$ cat src/rtl/cdb_arbiter.sv
// Common data bus arbiter: one FIFO per producer (ALU, LSU), round-robin
// broadcast of one result per cycle onto a registered CDB.
module cdb_arbiter #(
  parameter int DATA_W     = 32,
  parameter int ROB_W      = 4,
  parameter int FIFO_DEPTH = 4
) (
  input  logic              clk_in,
  input  logic              rst_in,
  input  logic              rdy_in,
  input  logic              flush_in,
  input  logic              alu_valid_in,
  input  logic [ROB_W-1:0]  alu_reorder_in,
  input  logic [DATA_W-1:0] alu_value_in,
  output logic              alu_ready_out,
  input  logic              lsu_valid_in,
  input  logic [ROB_W-1:0]  lsu_reorder_in,
  input  logic [DATA_W-1:0] lsu_value_in,
  output logic              lsu_ready_out,
  output logic              cdb_enable_out,
  output logic [ROB_W-1:0]  cdb_reorder_out,
  output logic [DATA_W-1:0] cdb_value_out,
  output logic              cdb_src_out
);

  localparam int PTR_W = $clog2(FIFO_DEPTH);
  localparam int CNT_W = PTR_W + 1;
  localparam int ENT_W = ROB_W + DATA_W;
  localparam logic SRC_ALU = 1'b0;
  localparam logic SRC_LSU = 1'b1;

  // index 0 = ALU, index 1 = LSU
  logic [ENT_W-1:0] r_mem  [2][FIFO_DEPTH];
  logic [PTR_W-1:0] r_head [2];
  logic [PTR_W-1:0] r_tail [2];
  logic [CNT_W-1:0] r_cnt  [2];
  logic             r_last_grant;

  logic [ENT_W-1:0] w_in [2];
  logic [1:0]       w_valid;
  logic [1:0]       w_ne;
  logic [1:0]       w_ready;
  logic [1:0]       w_push;
  logic [1:0]       w_pop;
  logic             w_run;

  assign w_run = rdy_in && !flush_in;

  always_comb begin
    w_in[0]  = {alu_reorder_in, alu_value_in};
    w_in[1]  = {lsu_reorder_in, lsu_value_in};
    w_valid  = {lsu_valid_in, alu_valid_in};
    w_ne     = '0;
    w_ready  = '0;
    w_push   = '0;
    for (int s = 0; s < 2; s++) begin
      w_ne[s]    = (r_cnt[s] != '0);
      // A full FIFO stays not-ready even if it is popped this cycle.
      w_ready[s] = w_run && (r_cnt[s] != CNT_W'(FIFO_DEPTH));
      w_push[s]  = w_valid[s] && w_ready[s];
    end
    w_pop[0] = w_run && w_ne[0] && (!w_ne[1] || (r_last_grant == SRC_LSU));
    w_pop[1] = w_run && w_ne[1] && (!w_ne[0] || (r_last_grant == SRC_ALU));
  end

  assign alu_ready_out = w_ready[0];
  assign lsu_ready_out = w_ready[1];

  always_ff @(posedge clk_in) begin
    if (!rst_in) begin
      for (int s = 0; s < 2; s++) begin
        r_head[s] <= '0;
        r_tail[s] <= '0;
        r_cnt[s]  <= '0;
      end
      r_last_grant    <= SRC_LSU;
      cdb_enable_out  <= 1'b0;
      cdb_reorder_out <= '0;
      cdb_value_out   <= '0;
      cdb_src_out     <= 1'b0;
    end else if (flush_in) begin
      for (int s = 0; s < 2; s++) begin
        r_head[s] <= '0;
        r_tail[s] <= '0;
        r_cnt[s]  <= '0;
      end
      cdb_enable_out <= 1'b0;
    end else if (!rdy_in) begin
      // Drop enable so a stale broadcast is not consumed again after the stall.
      cdb_enable_out <= 1'b0;
    end else begin
      for (int s = 0; s < 2; s++) begin
        if (w_push[s]) begin
          r_mem[s][r_tail[s]] <= w_in[s];
          r_tail[s]           <= r_tail[s] + 1'b1;
        end
        if (w_pop[s]) r_head[s] <= r_head[s] + 1'b1;
        if (w_push[s] && !w_pop[s])      r_cnt[s] <= r_cnt[s] + 1'b1;
        else if (w_pop[s] && !w_push[s]) r_cnt[s] <= r_cnt[s] - 1'b1;
      end
      if (w_pop[0]) begin
        cdb_enable_out                   <= 1'b1;
        {cdb_reorder_out, cdb_value_out} <= r_mem[0][r_head[0]];
        cdb_src_out                      <= SRC_ALU;
        r_last_grant                     <= SRC_ALU;
      end else if (w_pop[1]) begin
        cdb_enable_out                   <= 1'b1;
        {cdb_reorder_out, cdb_value_out} <= r_mem[1][r_head[1]];
        cdb_src_out                      <= SRC_LSU;
        r_last_grant                     <= SRC_LSU;
      end else begin
        cdb_enable_out <= 1'b0;
      end
    end
  end

endmodule

$ cat config.mk
export PLATFORM = sky130hd
export DESIGN_NAME = cdb_arbiter
export DESIGN_NICKNAME = d
export VERILOG_FILES = /design/src/rtl/cdb_arbiter.sv
export SDC_FILE = /design/constraint.sdc
export NUM_CORES = 1
export LEC_CHECK = 0
export ABC_AREA = 1
export CAP_MARGIN = 20
export CORE_ASPECT_RATIO = 1.1
export CORE_MARGIN = 1.5
export CORE_UTILIZATION = 52
export CTS_CLUSTER_DIAMETER = 80
export DETAILED_ROUTE_END_ITERATION = 12
export GPL_TIMING_DRIVEN = 0
export PLACE_DENSITY = 0.76
export RECOVER_POWER = 50
export REMOVE_ABC_BUFFERS = 1
export SETUP_SLACK_MARGIN = 0.5
export SLEW_MARGIN = 0
export SYNTH_ARGS = -nofsm -noshare
export SYNTH_HDL_FRONTEND = slang
export SYNTH_SLANG_ARGS = --single-unit
$ cat constraint.sdc
create_clock -name clk_in -period 2.7 [get_ports clk_in]
set_input_delay 0.405 -clock clk_in [delete_from_list [all_inputs] [get_ports clk_in]]
set_output_delay 0.405 -clock clk_in [all_outputs]
set_load 0.005 [all_outputs]
==> results of run 1 <==
logic make-up (layout without fill, tap and decap cells):
group / Yosys count / after routing / share of synthesized area
other cells: 0 / 2 / 0
xor+xnor: 4 / 4 / 0.00256
flops: 341 / 341 / 0.719
compound gates: 259 / 259 / 0.0982
fa+ha+maj: 12 / 12 / 0.0115
simple gates: 388 / 390 / 0.113
buf+inv: 176 / 335 / 0.0558
cells in the mapped netlist:
library cell,number,area share
clkbuf_1,26,0.0071
inv_1,107,0.029
o211ai_1,2,0.0011
nor2_4,1,0.00082
ha_1,11,0.010
clkbuf_2,1,0.00036
nand3_1,40,0.015
dfxtp_1,39,0.057
nand2_1,132,0.036
xor2_1,2,0.0013
edfxtp_1,302,0.66
inv_2,3,0.00082
inv_4,1,0.00046
buf_2,17,0.0062
o21ai_1,59,0.022
nor2_2,2,0.00091
xnor2_1,2,0.0013
nand2_2,5,0.0023
buf_6,6,0.0049
buf_4,9,0.0049
o21ai_0,159,0.058
nand3_2,3,0.0022
nand4_1,2,0.00091
fa_1,1,0.0015
a21oi_1,3,0.0011
o22ai_1,36,0.016
buf_1,6,0.0016
nor2_1,203,0.056
layout make-up:
cell class / instances / area (µm²)
sequential: 341 / 9850
tap: 352 / 440
multi-input combinational: 665 / 3230
fill: 1903 / 9110
clock inverter: 10 / 45.0
timing repair buffer: 162 / 1870
antenna: 2 / 5.00
clock buffer: 52 / 1000
inverter: 111 / 439
worst min path at each step:
stage           startpoint           to  slack [ns]
2_1_floorplan  cdb_src_out  cdb_src_out        0.47
3_3_place_gp   cdb_src_out  cdb_src_out        0.47
3_5_place_dp   cdb_src_out  cdb_src_out        0.47
4_1_cts        cdb_src_out  cdb_src_out        0.48
5_1_grt        cdb_src_out  cdb_src_out        0.48
6_report       cdb_src_out  cdb_src_out        0.48
worst min-delay path: stages (launching register included):
cell     delay (ns)
dfxtp_1        0.31
nand2_1        0.05
o21ai_0        0.07
where the power goes:
part | switching [mW] | internal (mW) | leakage (nW) | total, mW
clock network | 1.88 | 2.57 | 0.515 | 4.44
registers | 0.0978 | 5.87 | 3.07 | 5.97
logic | 0.797 | 0.539 | 2.84 | 1.34
total | 2.77 | 8.98 | 6.43 | 11.7
routing by layer:
layer,GRT usage,vias up,wire (µm)
met2,0.399,306,16100
met4,0.0869,6,1130
met3,0.0528,77,2340
li1,-,4357,-
met5,0,-,39
met1,0.298,4489,12300
layout by cell type, fill, tap and decap left out, types with 3 or more instances in the layout:
master / count
nand2_2: 3
clkdlybuf4s50_1: 4
a21oi_1: 3
nor2_4: 8
nand2_1: 131
buf_4: 21
o21ai_0: 159
clkbuf_1: 14
o22ai_1: 36
dfxtp_1: 39
o21ai_1: 59
nor2_2: 3
nand3_1: 39
clkinv_1: 4
edfxtp_1: 302
dlygate4sd3_1: 110
nor2_1: 197
ha_1: 10
clkbuf_16: 37
buf_16: 10
inv_2: 5
buf_12: 12
clkinv_2: 6
inv_1: 102
registers in the layout, indices dropped and copies added, names as in the netlist:
| register | cells |
|---|---|
| r_mem | 288 |
| cdb_value_out | 32 |
| r_cnt | 6 |
| cdb_reorder_out | 4 |
| r_head | 4 |
| r_tail | 4 |
| cdb_enable_out | 1 |
| cdb_src_out | 1 |
| r_last_grant | 1 |
stage by stage:
step	util	total power, mW	worst slack (ns)	setup TNS (ns)	hold WS, ns
global placement	0.576	7.24	-3.07	-929.12	0.466
CTS	0.646	11.8	0.428	0	0.480
finish	0.649	11.7	0.332	0	0.476
detailed placement	0.597	7.37	-0.846	-123.81	0.472
floorplan	-	6.68	-0.420	-69.15	0.467
global route	0.649	12.2	0.204	0	0.484
timing repair:
action	in CTS	in global routing
buffers inserted	14	11
hold endpoints to repair	0	0
gates cloned	2	0
setup endpoints to repair	346	120
pin swaps	8	10
gates resized for setup	17	9
==> run_results.csv, run 1 <==
group,metric,value,unit
cells_and_area,stdcell_area,0.0169,mm²
critical_path,worstPathRequired,2.90,ns
logic_synthesis,yosysWarnings,0,
critical_path,start_kind,"primary input",
critical_path,cp_top_family,"simple AND/OR/NAND/NOR gates",
sta,slew_viol_final,0,
critical_path,reg2reg_depth,14,
critical_path,rrSetupSlack,0.36,ns
cts,holdBufCountCts,0,
min_path,holdPathStages,2,
cts,cts_tree,"done",
global_route,gr-total-overflow,0,
logic_synthesis,ys_ff_latch,341,
logic_synthesis,ys_types,28,
cts,clock_path_buffers,3,
cts,numCtsBuffers,35,
floorplan,fp.coreArea,0.0260,mm²
logic_synthesis,ys_seq_area_frac,0.719,
critical_path,endpoint_kind,"flip-flop",
floorplan,rows,62,
logic_synthesis,synthCells,1180,
logic_synthesis,netlist_area,0.0137,mm²
global_route,grt_pass1_vias,9157,
sta,fin_crit_sh,0.877,
critical_path,cp.depth,8,
global_route,grt_usage,0.236,
cells_and_area,nNetsFinal,1406,
sta,finalSetupViolCount,0,
critical_path,worst_path_most_repeated_cell,"nor2_1",
drt,vias,9235,
cts,cts.clk_slew.worst_paths,0.06,ns
drt,via_per_inst,5.45,
critical_path,startpoint,"rdy_in",
drt,route.antenna.remaining_nets,0,
critical_path,rr_startpoint,"r_cnt[1][1]",
critical_path,endpoint,"r_mem[0][69]",
global_route,grt_start_max_net_pins,74,
cells_and_area,layoutNonFillerInstCount,1695,
logic_synthesis,avgSynthCellArea,11.6,µm²
cts,clk_latency,0.51,ns
sta,rsz0062_at_grt,"yes",
drt,wl_per_cell,18.8,µm
critical_path,path_cells,"clkdlybuf4s50_1 -> inv_1 -> nor2_1 -> nand3_1 -> nor2_1 -> inv_1 -> nor2_1 -> buf_12",
drt,drc,0,
placement,dp.cells,1604,
critical_path,arrival,2.57,ns
floorplan,ioPinCount,118,
critical_path,slowest_stage,"clkdlybuf4s50_1",
cts,root_buffer,"clkbuf_16",
critical_path,critPathKind,"primary input to flip-flop",
placement,gp_congestion,0.784,
sta,finalHoldViolations,0,
drt,totalWireLength,31.9,mm
run_status,status,"complete, no violations",
drt,dr.pass1.iters,7,
global_route,grt_pass1_wl,48.9,mm
floorplan,fp.dieH,173,µm
power_and_ir_drop,p_leak,6.43,nW
placement,port_buffers,117,
job,maxCapViolations,0,
sta,clock_skew,0.0156,ns
power_and_ir_drop,power_density,696,mW/mm²
critical_path,cp_num_buf_inv,4,
critical_path,timing.rr.end,"r_cnt[0][2]",
cells_and_area,drive_gt1_frac,0.0917,
global_route,antenna_found_initial,4,
placement,dp.final_hpwl,19.1,mm
critical_path,cp_max_fo,26,
sta,worstMarginPinSlew,0.948,ns
drt,drtIter0Drc,715,
sta,clock.fmax,422,MHz
sta,min_period,2.37,ns
floorplan,start_util,0.527,
power_and_ir_drop,irDropWorstVdd,0.575,mV
cells_and_area,area_growth,23.1,%
placement,placed_area,0.0155,mm²
cts,cts_sinks,341,
min_path,hp-class,"flip-flop to flip-flop",
floorplan,design.die.area,0.0273,mm²
cts,htreeDepth,2,
critical_path,worst_path_largest_cell_delay,0.45,ns
sta,relSlewSlack,0.368,
floorplan,dieWidth,158,µm
Note: power is estimated with default switching activity, not from simulation.
==> run 2, diff against run 1 <==
Settings changed: CTS_BUF_LIST set to sky130_fd_sc_hd__clkbuf_16.
==> run_results.csv, run 2 (synthesis gave the netlist of run 1 again) <==
group,metric,value,unit
run_status,status,"complete, no violations",
sta,clock_skew,0.0132,ns
floorplan,start_util,0.527,
cells_and_area,stdcell_area,0.0169,mm²
cts,htreeDepth,2,
floorplan,ioPinCount,118,
cells_and_area,seqCellArea,0.00985,mm²
critical_path,worst_path_most_repeated_cell,"nor2_1",
drt,totalWireLength,31.9,mm
power_and_ir_drop,p_leak,6.47,nW
floorplan,dieWidth,158,µm
sta,rsz0062_at_grt,"yes",
critical_path,critPathKind,"primary input to flip-flop",
drt,vias,9256,
cts,cts_tree,"done",
placement,gp_congestion,0.784,
placement,dp.final_hpwl,19.1,mm
floorplan,fp.coreArea,0.0260,mm²
power_and_ir_drop,irDropWorstVdd,0.578,mV
cells_and_area,fillers,1904,
placement,port_buffers,117,
sta,finalHoldViolations,0,
floorplan,rows,62,
floorplan,design.die.area,0.0273,mm²
global_route,grt_usage,0.236,
cells_and_area,area_growth,23.0,%
cts,cts_sinks,341,
global_route,grt_use_met1,0.298,
critical_path,slowest_stage,"clkdlybuf4s50_1",
global_route,gr-total-overflow,0,
drt,drc,0,
cells_and_area,mostFrequentLayoutCells,"302 x edfxtp_1, 197 x nor2_1, 159 x o21ai_0",
cells_and_area,drive_gt1_frac,0.0902,
sta,relSlewSlack,0.364,
global_route,grtUsageMet3,0.0530,
global_route,grt_pass1_vias,9141,
min_path,hp-class,"flip-flop to flip-flop",
critical_path,arrival,2.57,ns
global_route,grt_pass1_wl,48.8,mm
sta,fin_crit_sh,0.878,
drt,via_per_inst,5.46,
critical_path,endpoint_kind,"flip-flop",
critical_path,cp_max_fo,26,
cts,numCtsBuffers,35,
critical_path,worst_path_largest_cell_delay,0.45,ns
critical_path,worstPathRequired,2.90,ns
cts,clock_path_buffers,3,
cells_and_area,largest_reg_flops,288,
cts,cts.clk_slew.worst_paths,0.06,ns
sta,finalSetupViolCount,0,
critical_path,path_cells,"clkdlybuf4s50_1 -> inv_1 -> nor2_1 -> nand3_1 -> nor2_1 -> inv_1 -> nor2_1 -> buf_12",
sta,worstMarginPinSlew,0.954,ns
cells_and_area,multi_input_area,0.00323,mm²
drt,wl_per_cell,18.8,µm
global_route,grt_start_max_net_pins,74,
power_and_ir_drop,power_density,690,mW/mm²
global_route,busiest_layer,"met2",
power_and_ir_drop,finalPower,11.6,mW
global_route,antenna_found_initial,4,
cells_and_area,final_common_cell,"edfxtp_1",
sta,clock.fmax,422,MHz
cells_and_area,nNetsFinal,1406,
critical_path,start_kind,"primary input",
drt,dr.pass1.iters,5,
job,maxCapViolations,0,
drt,drtIter0Drc,738,
cts,clk_latency,0.51,ns
sta,slew_viol_final,0,
sta,min_period,2.37,ns
cts,root_buffer,"clkbuf_16",
floorplan,fp.dieH,173,µm
placement,placed_area,0.0155,mm²
sta,setup-tns-final,0,ns
cells_and_area,final_util,0.649,
drt,route.antenna.remaining_nets,0,
global_route,grtUsageMet2,0.399,
[run 2: changes by cell type in the layout (fill, tap and decap cells not counted)]
cell	before	now
inv_1	102	115
clkbuf_8	2	0
clkinv_1	4	6
clkbuf_1	14	1
[run 2: layout make-up]
type | instances | area share
multi-input cells | 665 | 0.191
flip-flops and latches | 341 | 0.584
diodes | 2 | 0.000297
clock inverters | 25 | 0.00601
well taps | 352 | 0.0261
inverters | 111 | 0.0261
clock buffers | 37 | 0.0549
repair buffers | 162 | 0.111
[run 2: per-layer routing]
| metal | vias up | wire [µm] |
|---|---|---|
| li1 | 4352 | - |
| met1 | 4492 | 12300 |
| met2 | 331 | 16100 |
| met3 | 75 | 2300 |
| met4 | 6 | 1120 |
| met5 | - | 39 |
[run 2: final timing paths]
check / slack [ns] / to / start / cells after the start
setup / recovery: 0.33 / r_mem[0][36] / rdy_in / 8
hold / removal: 0.48 / cdb_src_out / cdb_src_out / 2
setup reg to reg: 0.36 / r_cnt[0][2] / r_cnt[1][1] / 14
hold reg to reg: 0.48 / cdb_src_out / cdb_src_out / 2
[run 2: worst max-delay path: cells and delay by family]
kind,cells,cell delay (ns)
AND/OR/NAND/NOR,4,1.17
buffers and inverters,4,0.97
[run 2: timing repair]
action | CTS | global route
pin swaps | 8 | 10
hold buffers | 0 | 0
gates resized for setup | 16 | 10
setup buffers | 14 | 11
gates cloned | 2 | 0
endpoints found under the setup margin | 346 | 120
[run 2: metrics by stage]
stage / setup WS, ns / hold slack, ns / cells
6_report: 0.331 / 0.476 / 1695
5_1_grt: 0.204 / 0.485 / 1693
4_1_cts: 0.419 / 0.480 / 1682
3_5_place_dp: -0.846 / 0.472 / 1604
3_3_place_gp: -3.07 / 0.466 / 1584
2_1_floorplan: -0.420 / 0.467 / 1115
[run 2: report_power, final]
| part | switching, mW | leakage (nW) | internal [mW] | total (mW) |
|---|---|---|---|---|
| sequential | 0.0966 | 3.07 | 5.87 | 5.97 |
| clock | 1.87 | 0.558 | 2.46 | 4.33 |
| combinational | 0.796 | 2.84 | 0.539 | 1.33 |
==> run 3, diff against run 2 <==
Settings changed: SLEW_MARGIN 0 to 20.
==> run_results.csv, run 3 (synthesis gave the netlist of run 1 again) <==
group,metric,value,unit
critical_path,timing.rr.end,"r_cnt[0][2]",
min_path,hp-class,"flip-flop to flip-flop",
drt,vias,9480,
critical_path,startpoint,"rdy_in",
sta,worstMarginPinSlew,0.651,ns
floorplan,fp.coreArea,0.0260,mm²
placement,dp.cells,1605,
sta,hold_slack,0.477,ns
power_and_ir_drop,comb_power_share,0.112,
sta,finalSetupViolCount,0,
cells_and_area,stdcell_area,0.0170,mm²
drt,drc,0,
power_and_ir_drop,seqPwrFrac,0.497,
placement,dp.final_hpwl,19.6,mm
cells_and_area,layoutNonFillerInstCount,1699,
sta,min_period,2.32,ns
critical_path,critPathKind,"primary input to flip-flop",
global_route,grt_pass1_wl,50.1,mm
floorplan,design.die.area,0.0273,mm²
drt,wl_per_cell,19.7,µm
cells_and_area,multi_input_area,0.00325,mm²
sta,clock_skew,0.0228,ns
cts,cts_tree,"done",
cts,cts_sinks,341,
sta,slew_viol_final,0,
cts,cts.clk_slew.worst_paths,0.06,ns
cells_and_area,area_growth,24.1,%
cells_and_area,final_util,0.655,
critical_path,rr_startpoint,"r_cnt[1][1]",
floorplan,rows,62,
power_and_ir_drop,irDropWorstVdd,0.608,mV
power_and_ir_drop,power_density,706,mW/mm²
critical_path,reg2reg_depth,14,
floorplan,dieWidth,158,µm
cells_and_area,final_common_cell,"edfxtp_1",
sta,fin_crit_sh,0.860,
run_status,status,"complete, no violations",
cts,htreeDepth,2,
drt,route.antenna.remaining_nets,0,
critical_path,rrSetupSlack,0.43,ns
critical_path,start_kind,"primary input",
cts,clock_path_buffers,3,
sta,relSlewSlack,0.566,
power_and_ir_drop,power.switching,2.86,mW
floorplan,fp.dieH,173,µm
cells_and_area,fillers,1830,
global_route,grt_pass1_vias,9446,
cts,numCtsBuffers,35,
placement,placed_area,0.0155,mm²
drt,via_per_inst,5.58,
drt,dr.pass1.iters,5,
critical_path,arrival,2.48,ns
critical_path,cp_max_fo,10,
cells_and_area,drive_gt1_frac,0.0922,
power_and_ir_drop,p_int,9.16,mW
sta,rsz0062_at_grt,"yes",
sta,finalHoldViolations,0,
cells_and_area,largest_reg_flops,288,
global_route,antenna_found_initial,5,
placement,gp_congestion,0.784,
sta,clock.fmax,431,MHz
critical_path,endpoint_kind,"flip-flop",
critical_path,endpoint,"r_mem[0][91]",
cells_and_area,mostFrequentLayoutCells,"302 x edfxtp_1, 197 x nor2_1, 159 x o21ai_0",
cells_and_area,nNetsFinal,1409,
cts,clk_latency,0.51,ns
global_route,gr-total-overflow,0,
drt,totalWireLength,33.4,mm
job,maxCapViolations,0,
global_route,grt_usage,0.243,
critical_path,worstPathRequired,2.86,ns
sta,setup-tns-final,0,ns
floorplan,ioPinCount,118,
power_and_ir_drop,p_leak,6.51,nW
global_route,grt_start_max_net_pins,74,
placement,port_buffers,117,
power_and_ir_drop,swShare,0.238,
power_and_ir_drop,clkPwrFrac,0.391,
cells_and_area,seqCellArea,0.00985,mm²
drt,drtIter0Drc,914,
cts,root_buffer,"clkbuf_16",
floorplan,start_util,0.527,
## run 3: worst min-delay path by stage
| stage | depth (start not counted) | endpoint | slack [ns] | start |
|---|---|---|---|---|
| floorplan | 2 | cdb_src_out | 0.47 | cdb_src_out |
| global placement | 2 | cdb_src_out | 0.47 | cdb_src_out |
| detailed placement | 2 | cdb_src_out | 0.47 | cdb_src_out |
| CTS | 2 | cdb_src_out | 0.48 | cdb_src_out |
| global route | 2 | cdb_src_out | 0.49 | cdb_src_out |
| finish | 2 | cdb_src_out | 0.48 | cdb_src_out |
## run 3: repair_timing
action / CTS / global route
endpoints found under the setup margin: 253 / 115
gates cloned: 2 / 1
hold buffers: 0 / 0
resized for setup: 13 / 15
buffers inserted: 13 / 13
pin swaps: 10 / 10
## run 3: worst max-delay path: stages
cell	delay, ns
dlygate4sd3_1	0.53
inv_1	0.06
nor2_4	0.12
nand3_1	0.19
nor2_1	0.31
clkinvlp_4	0.23
buf_4	0.21
nor2_4	0.41
## run 3: per-stage QoR
step                      worst slack (ns)  total power, mW
after global routing                 0.231             12.4
after CTS                            0.455             12.1
after floorplan                     -0.420             6.68
final                                0.378             12.0
after global placement               -3.07             7.24
after detailed placement            -0.516             7.36
## run 3: layout make-up
class | instances | area share
Clock inverter | 26 | 0.0115
Inverter | 111 | 0.0257
Timing Repair Buffer | 164 | 0.113
Sequential cell | 341 | 0.579
Multi-Input combinational cell | 666 | 0.191
Clock buffer | 37 | 0.0544
Tap cell | 352 | 0.0259
Antenna cell | 2 | 0.000294
## run 3: power by group through the flow
stage	sequential [mW]	combinational [mW]	clock, mW
floorplan	6.10	0.576	0
global placement	6.16	1.08	0
detailed placement	6.09	1.27	0
CTS	5.98	1.33	4.76
global route	5.98	1.49	4.97
finish	5.97	1.35	4.70
## run 3: routing by layer
layer  vias up  global-route usage  routed length, µm
li1       4361                   -                  -
met3        95              0.0588               2760
met1      4612               0.299              12500
met2       406               0.404              16700
met4         6               0.109               1480
met5         -                   0                 30
